$ cat config.mk
export PLATFORM = sky130hd
export DESIGN_NAME = dsm2_mod
export DESIGN_NICKNAME = d
export VERILOG_FILES = /design/src/rtl/dsm2_mod.sv
export SDC_FILE = /design/constraint.sdc
export NUM_CORES = 1
export LEC_CHECK = 0
export ABC_AREA = 1
export BUFFER_PORTS_ARGS = -buffer_cell sky130_fd_sc_hd__buf_2
export CAP_MARGIN = 10
export CORE_UTILIZATION = 52
export CTS_CLUSTER_DIAMETER = 40
export CTS_CLUSTER_SIZE = 30
export DETAILED_ROUTE_END_ITERATION = 8
export GPL_ROUTABILITY_DRIVEN = 1
export PLACE_DENSITY_LB_ADDON = 0.25
export SLEW_MARGIN = 20
export SYNTH_ARGS = -nofsm -noshare
export SYNTH_HDL_FRONTEND = slang
export SYNTH_SLANG_ARGS = --single-unit
$ cat constraint.sdc
create_clock -name clk -period 5.6 [get_ports clk]
set_input_delay 0.56 -clock clk [delete_from_list [all_inputs] [get_ports clk]]
set_output_delay 0.56 -clock clk [all_outputs]
set_load 0.01 [all_outputs]
$ cat src/rtl/dsm2_mod.sv
// ---------------------------------------------------------------------------
// dsm2_mod : second-order, single-bit delta-sigma modulator.
//
// Turns the signed output of the CIC interpolator into a pulse-density
// bitstream for the DAC pin. Both integrators saturate instead of wrapping,
// and a watchdog restarts the loop after a long run of identical output bits.
// Together these let the modulator recover from overload by itself.
//
// Parameters
//   IN_WIDTH    : signed input width (CIC output width)
//   ACC_GUARD   : extra integrator bits above IN_WIDTH
//   STALL_LIMIT : identical consecutive output bits that trigger a restart (>= 2)
//
// Ports
//   clk     : system clock
//   rst     : asynchronous, active-high reset
//   clk_en  : update strobe; all state advances only when it is high
//   in      : signed two's-complement sample, taken on update edges
//   pdm_out : modulator bit (1 = +FB fed back, 0 = -FB fed back)
//   sat     : an integrator clamped during the most recent update
//   restart : the watchdog cleared the loop during the most recent update
// ---------------------------------------------------------------------------
module dsm2_mod #(
  parameter int IN_WIDTH    = 24,
  parameter int ACC_GUARD   = 4,
  parameter int STALL_LIMIT = 64
) (
  input  logic                       clk,
  input  logic                       rst,
  input  logic                       clk_en,
  input  logic signed [IN_WIDTH-1:0] in,
  output logic                       pdm_out,
  output logic                       sat,
  output logic                       restart
);

  localparam int ACC_WIDTH = IN_WIDTH + ACC_GUARD;
  // Two headroom bits: the worst-case sum of a full-scale integrator, the
  // other integrator (or the input) and the feedback cannot wrap.
  localparam int EXT_WIDTH = ACC_WIDTH + 2;
  localparam int CNT_WIDTH = $clog2(STALL_LIMIT + 1);

  localparam logic signed [EXT_WIDTH-1:0] FB_POS = EXT_WIDTH'(1) << (IN_WIDTH - 2);
  localparam logic signed [EXT_WIDTH-1:0] FB_NEG = -FB_POS;

  // Clamp limits in the extended domain and in the accumulator domain.
  localparam logic signed [EXT_WIDTH-1:0] MAX_X = {3'b000, {(ACC_WIDTH-1){1'b1}}};
  localparam logic signed [EXT_WIDTH-1:0] MIN_X = {3'b111, {(ACC_WIDTH-1){1'b0}}};
  localparam logic signed [ACC_WIDTH-1:0] MAX_ACC = {1'b0, {(ACC_WIDTH-1){1'b1}}};
  localparam logic signed [ACC_WIDTH-1:0] MIN_ACC = {1'b1, {(ACC_WIDTH-1){1'b0}}};

  localparam logic [CNT_WIDTH-1:0] LIMIT = CNT_WIDTH'(STALL_LIMIT);

  // Registered state
  logic signed [ACC_WIDTH-1:0] acc1_q, acc2_q;
  logic                        pdm_q, sat_q, restart_q;
  logic [CNT_WIDTH-1:0]        run_q;

  // Next-state values
  logic signed [ACC_WIDTH-1:0] acc1_d, acc2_d;
  logic                        pdm_d, sat_d, restart_d;
  logic [CNT_WIDTH-1:0]        run_d;

  // Datapath intermediates
  logic signed [EXT_WIDTH-1:0] in_x, acc1_x, acc2_x, fb_x, sum1, sum2;
  logic signed [ACC_WIDTH-1:0] a1n, a2n;
  logic                        clip1, clip2, ybit;
  logic [CNT_WIDTH-1:0]        run_inc;

  function automatic logic signed [ACC_WIDTH-1:0] clamp_acc(
    input logic signed [EXT_WIDTH-1:0] v
  );
    if (v > MAX_X)      return MAX_ACC;
    else if (v < MIN_X) return MIN_ACC;
    else                return v[ACC_WIDTH-1:0];
  endfunction

  always_comb begin
    // NOTE: every variable gets a default at the top of the block, so no path
    // can leave one unassigned and infer a latch.
    in_x      = '0;
    acc1_x    = '0;
    acc2_x    = '0;
    fb_x      = FB_NEG;
    sum1      = '0;
    sum2      = '0;
    a1n       = '0;
    a2n       = '0;
    clip1     = 1'b0;
    clip2     = 1'b0;
    ybit      = 1'b0;
    run_inc   = '0;
    acc1_d    = acc1_q;
    acc2_d    = acc2_q;
    pdm_d     = pdm_q;
    run_d     = run_q;
    sat_d     = 1'b0;
    restart_d = 1'b0;

    in_x   = {{(EXT_WIDTH-IN_WIDTH){in[IN_WIDTH-1]}}, in};
    acc1_x = {{2{acc1_q[ACC_WIDTH-1]}}, acc1_q};
    acc2_x = {{2{acc2_q[ACC_WIDTH-1]}}, acc2_q};
    fb_x   = pdm_q ? FB_POS : FB_NEG;

    // Both integrators update from the old register values.
    sum1  = acc1_x + in_x - fb_x;
    sum2  = acc2_x + acc1_x - fb_x;
    clip1 = (sum1 > MAX_X) || (sum1 < MIN_X);
    clip2 = (sum2 > MAX_X) || (sum2 < MIN_X);
    a1n   = clamp_acc(sum1);
    a2n   = clamp_acc(sum2);
    ybit  = ~a2n[ACC_WIDTH-1];
    sat_d = clip1 | clip2;

    run_inc = (run_q == LIMIT) ? run_q : run_q + CNT_WIDTH'(1);

    if (ybit == pdm_q && run_inc == LIMIT) begin
      // Output stuck for STALL_LIMIT updates: clear the loop and start over.
      acc1_d    = '0;
      acc2_d    = '0;
      pdm_d     = 1'b0;
      run_d     = '0;
      restart_d = 1'b1;
    end else begin
      acc1_d    = a1n;
      acc2_d    = a2n;
      pdm_d     = ybit;
      run_d     = (ybit != pdm_q) ? CNT_WIDTH'(1) : run_inc;
      restart_d = 1'b0;
    end
  end

  // NOTE: sequential state uses non-blocking assignments so every register
  // samples the pre-edge values, independent of statement order.
  always_ff @(posedge clk or posedge rst) begin
    if (rst) begin
      acc1_q    <= '0;
      acc2_q    <= '0;
      pdm_q     <= 1'b0;
      run_q     <= '0;
      sat_q     <= 1'b0;
      restart_q <= 1'b0;
    end else if (clk_en) begin
      acc1_q    <= acc1_d;
      acc2_q    <= acc2_d;
      pdm_q     <= pdm_d;
      run_q     <= run_d;
      sat_q     <= sat_d;
      restart_q <= restart_d;
    end
  end

  assign pdm_out = pdm_q;
  assign sat     = sat_q;
  assign restart = restart_q;

endmodule

==> metrics <==
Seq/Total Area, Yosys 19.8%; deepest clock path buffer count 2; Worst Path Arrival 4.67 ns; Starting Density 54.2%; CP max FO 27; crit share post-route 78.5%; mux cell area share after synthesis 0%; adder-cell share of the synthesized area 18.0%; Post-synth EDFFs 0; Rows 45; initial DRC count 405; clock latency on the worst-skew pair 0.34 ns; final slew viol count 0; TritonCTS Buffers 9; status complete, no violations; Hold Vio Cnt, Final 0; relative slew slack 42.2%; post-DP HPWL 16800 µm; H-tree depth 3; Setup crit start kind flop; setup bufs post-CTS 0; actual slew at the worst max-slew pin 0.867 ns; antenna violations before repair 0; Max Cap Viol 0; IO Count 30; count of buffers from port buffering 29; #FFs+latches synth 66; synthesized cell area 8360 µm²; Reg2Reg Depth 20; worst r2r src pdm_out; via-per-instance ratio 4.97; crit-path max cell delay 0.79 ns; critical path class reg -> reg; simple logic cell fraction of the synthesized area 35.1%; CORE AREA 15400 µm²; FFs w/ async S/R, synth 100%; hold crit path type in -> async; Inserted Diodes 0; number of gates resized after cts 0; CTS Hold Bufs 0; skew final 0.00963 ns; CP max-delay cell dfrtp_1; largest net degree at the start of global routing 67; CP Capture Type flop; antenna viol nets, final 0; RSZ-0062 raised after global routing false; min Tclk post-route 4.40 ns; Layout Nets 1519; Final setup viols 0; commonest cells after routing, fill and taps aside 513 x nand2_1, 284 x inv_1, 104 x ha_1, 84 x nor2_1, 66 x dfrtp_1; gr usage total 27.6%; largest family of logic cells by synthesized area simple AND/OR/NAND/NOR gates; Fin Setup TNS 0 ns; die width 129 µm; DRC violations left 0; Syn Inst Count 1356; Vias 7926; setup slack, reg-to-reg 1.20 ns; most used cell, CP nand2_1; Synth cell types 41; reg-to-reg endpoint acc2_q[8]; CTS tree built; DIE HEIGHT 129 µm; gp weighted congestion 0.958; drt wl/cell 13.3 µm; xor/xnor share of the synthesized area 4.82%; post-synthesis compound-gate area fraction 7.48%; DIE AREA 16600 µm²; Synth warnings 0; first-pass GRT wire length 35800 µm; Post-Route WL 21100 µm; Area growth syn-to-layout 7.12%; Critical Path RT 5.87 ns; CTS sink cnt 66; Critical Path, Cell by Cell inv_1 > fa_1 > inv_1 > ha_1 > nand2_1 > inv_1 > nand2_1 > nand2_1 > nand2_1 > nand2_1 > a21oi_1 > nand2_1 > nand2_1 > nand3_2 > nand3_2 > nor2_2 > nor2_4 > buf_4 > nand2_1 > nand2_1; total congestion overflow 0; vias in the first global route 7702; net count after synthesis 1497; most common cell after layout, fill and taps aside nand2_1; Root Buffer clkbuf_16; ys flop type dfrtp_1; Mean Syn Cell Area 6.16 µm²; drt first pass iters 5; proportion of layout cells with a drive suffix above 1 6.51%; Reg clk slew, reported paths 0.06 ns; Max Fclk 227 MHz
-- flip-flops by register name, summed over array words and instances, names as in the netlist --
signal   flops
pdm_out      1
acc1_q      28
restart      1
acc2_q      28
run_q        7
sat          1
-- synth_stat cells, types with 11 or more instances --
cell       n  area share (%)
a21oi_1   54             3.2
xnor2_1   14             1.5
ha_1     104              16
nand2_2   22             1.6
nand3_1   52             3.1
nand2_1  513              23
o21ai_0   21             1.3
xor2_1    32             3.4
buf_6     11             1.5
inv_1    285              13
dfrtp_1   66              20
nor2_1    84             3.8
-- logic make-up (layout without fill, tap and decap cells) --
| family | Yosys count | in the layout |
|---|---|---|
| AOI/OAI and AO/OA | 108 | 108 |
| xor gates and xnor gates | 46 | 46 |
| and+or+nand+nor | 713 | 713 |
| DFF | 66 | 66 |
| buffers and inverters | 309 | 336 |
| adders and majority gates | 114 | 114 |
-- critical path, delay by kind of cell, from the launching register on --
kind	cells	cell delay (ns)
flip-flops	1	0.79
AO/OA/AOI/OAI	1	0.25
AND/OR/NAND/NOR	13	1.55
buffers and inverters	4	0.78
adder cells (fa/ha/maj)	2	0.94
-- through the flow --
| step | cell area (µm²) | instances | hold WS [ns] | utilization (%) | worst slack [ns] |
|---|---|---|---|---|---|
| after floorplan | 8360 | 1356 | 0.449 | - | 2.26 |
| after global placement | 8620 | 1578 | 0.462 | 55.9 | 1.36 |
| after detailed placement | 8620 | 1578 | 0.465 | 55.9 | 1.21 |
| after CTS | 8950 | 1594 | 0.481 | 58.0 | 1.19 |
| final | 8950 | 1594 | 0.470 | 58.0 | 1.20 |
| after global routing | 8950 | 1594 | 0.496 | 58.0 | 0.750 |
-- routing by layer --
layer / vias to the layer above / track usage, % / share of wire, %
met4: 0 / 7.40 / 2.1
li1: 4164 / - / -
met3: 27 / 4.07 / 5.2
met2: 184 / 46.6 / 46
met1: 3551 / 36.7 / 47
met5: - / 0 / 0
-- layout make-up --
cell class | count | area [µm²]
fill | 1610 | 6470
multi-input combinational | 981 | 5460
sequential | 66 | 1650
inverter | 288 | 1080
tap | 211 | 264
clock buffer | 9 | 225
timing repair buffer | 32 | 168
clock inverter | 7 | 105
-- worst max-delay path by stage --
stage,from,slack (ns),end,depth (start not counted)
3_5_place_dp,pdm_out,1.21,acc2_q[5],20
4_1_cts,pdm_out,1.19,acc2_q[8],20
2_1_floorplan,pdm_out,2.26,acc1_q[14],20
5_1_grt,pdm_out,0.75,acc2_q[8],20
3_3_place_gp,pdm_out,1.36,acc1_q[3],20
6_report,pdm_out,1.20,acc2_q[8],20
Power is not shown: default switching activity piles up to over one toggle a cycle in this logic, so the estimate is an artifact.
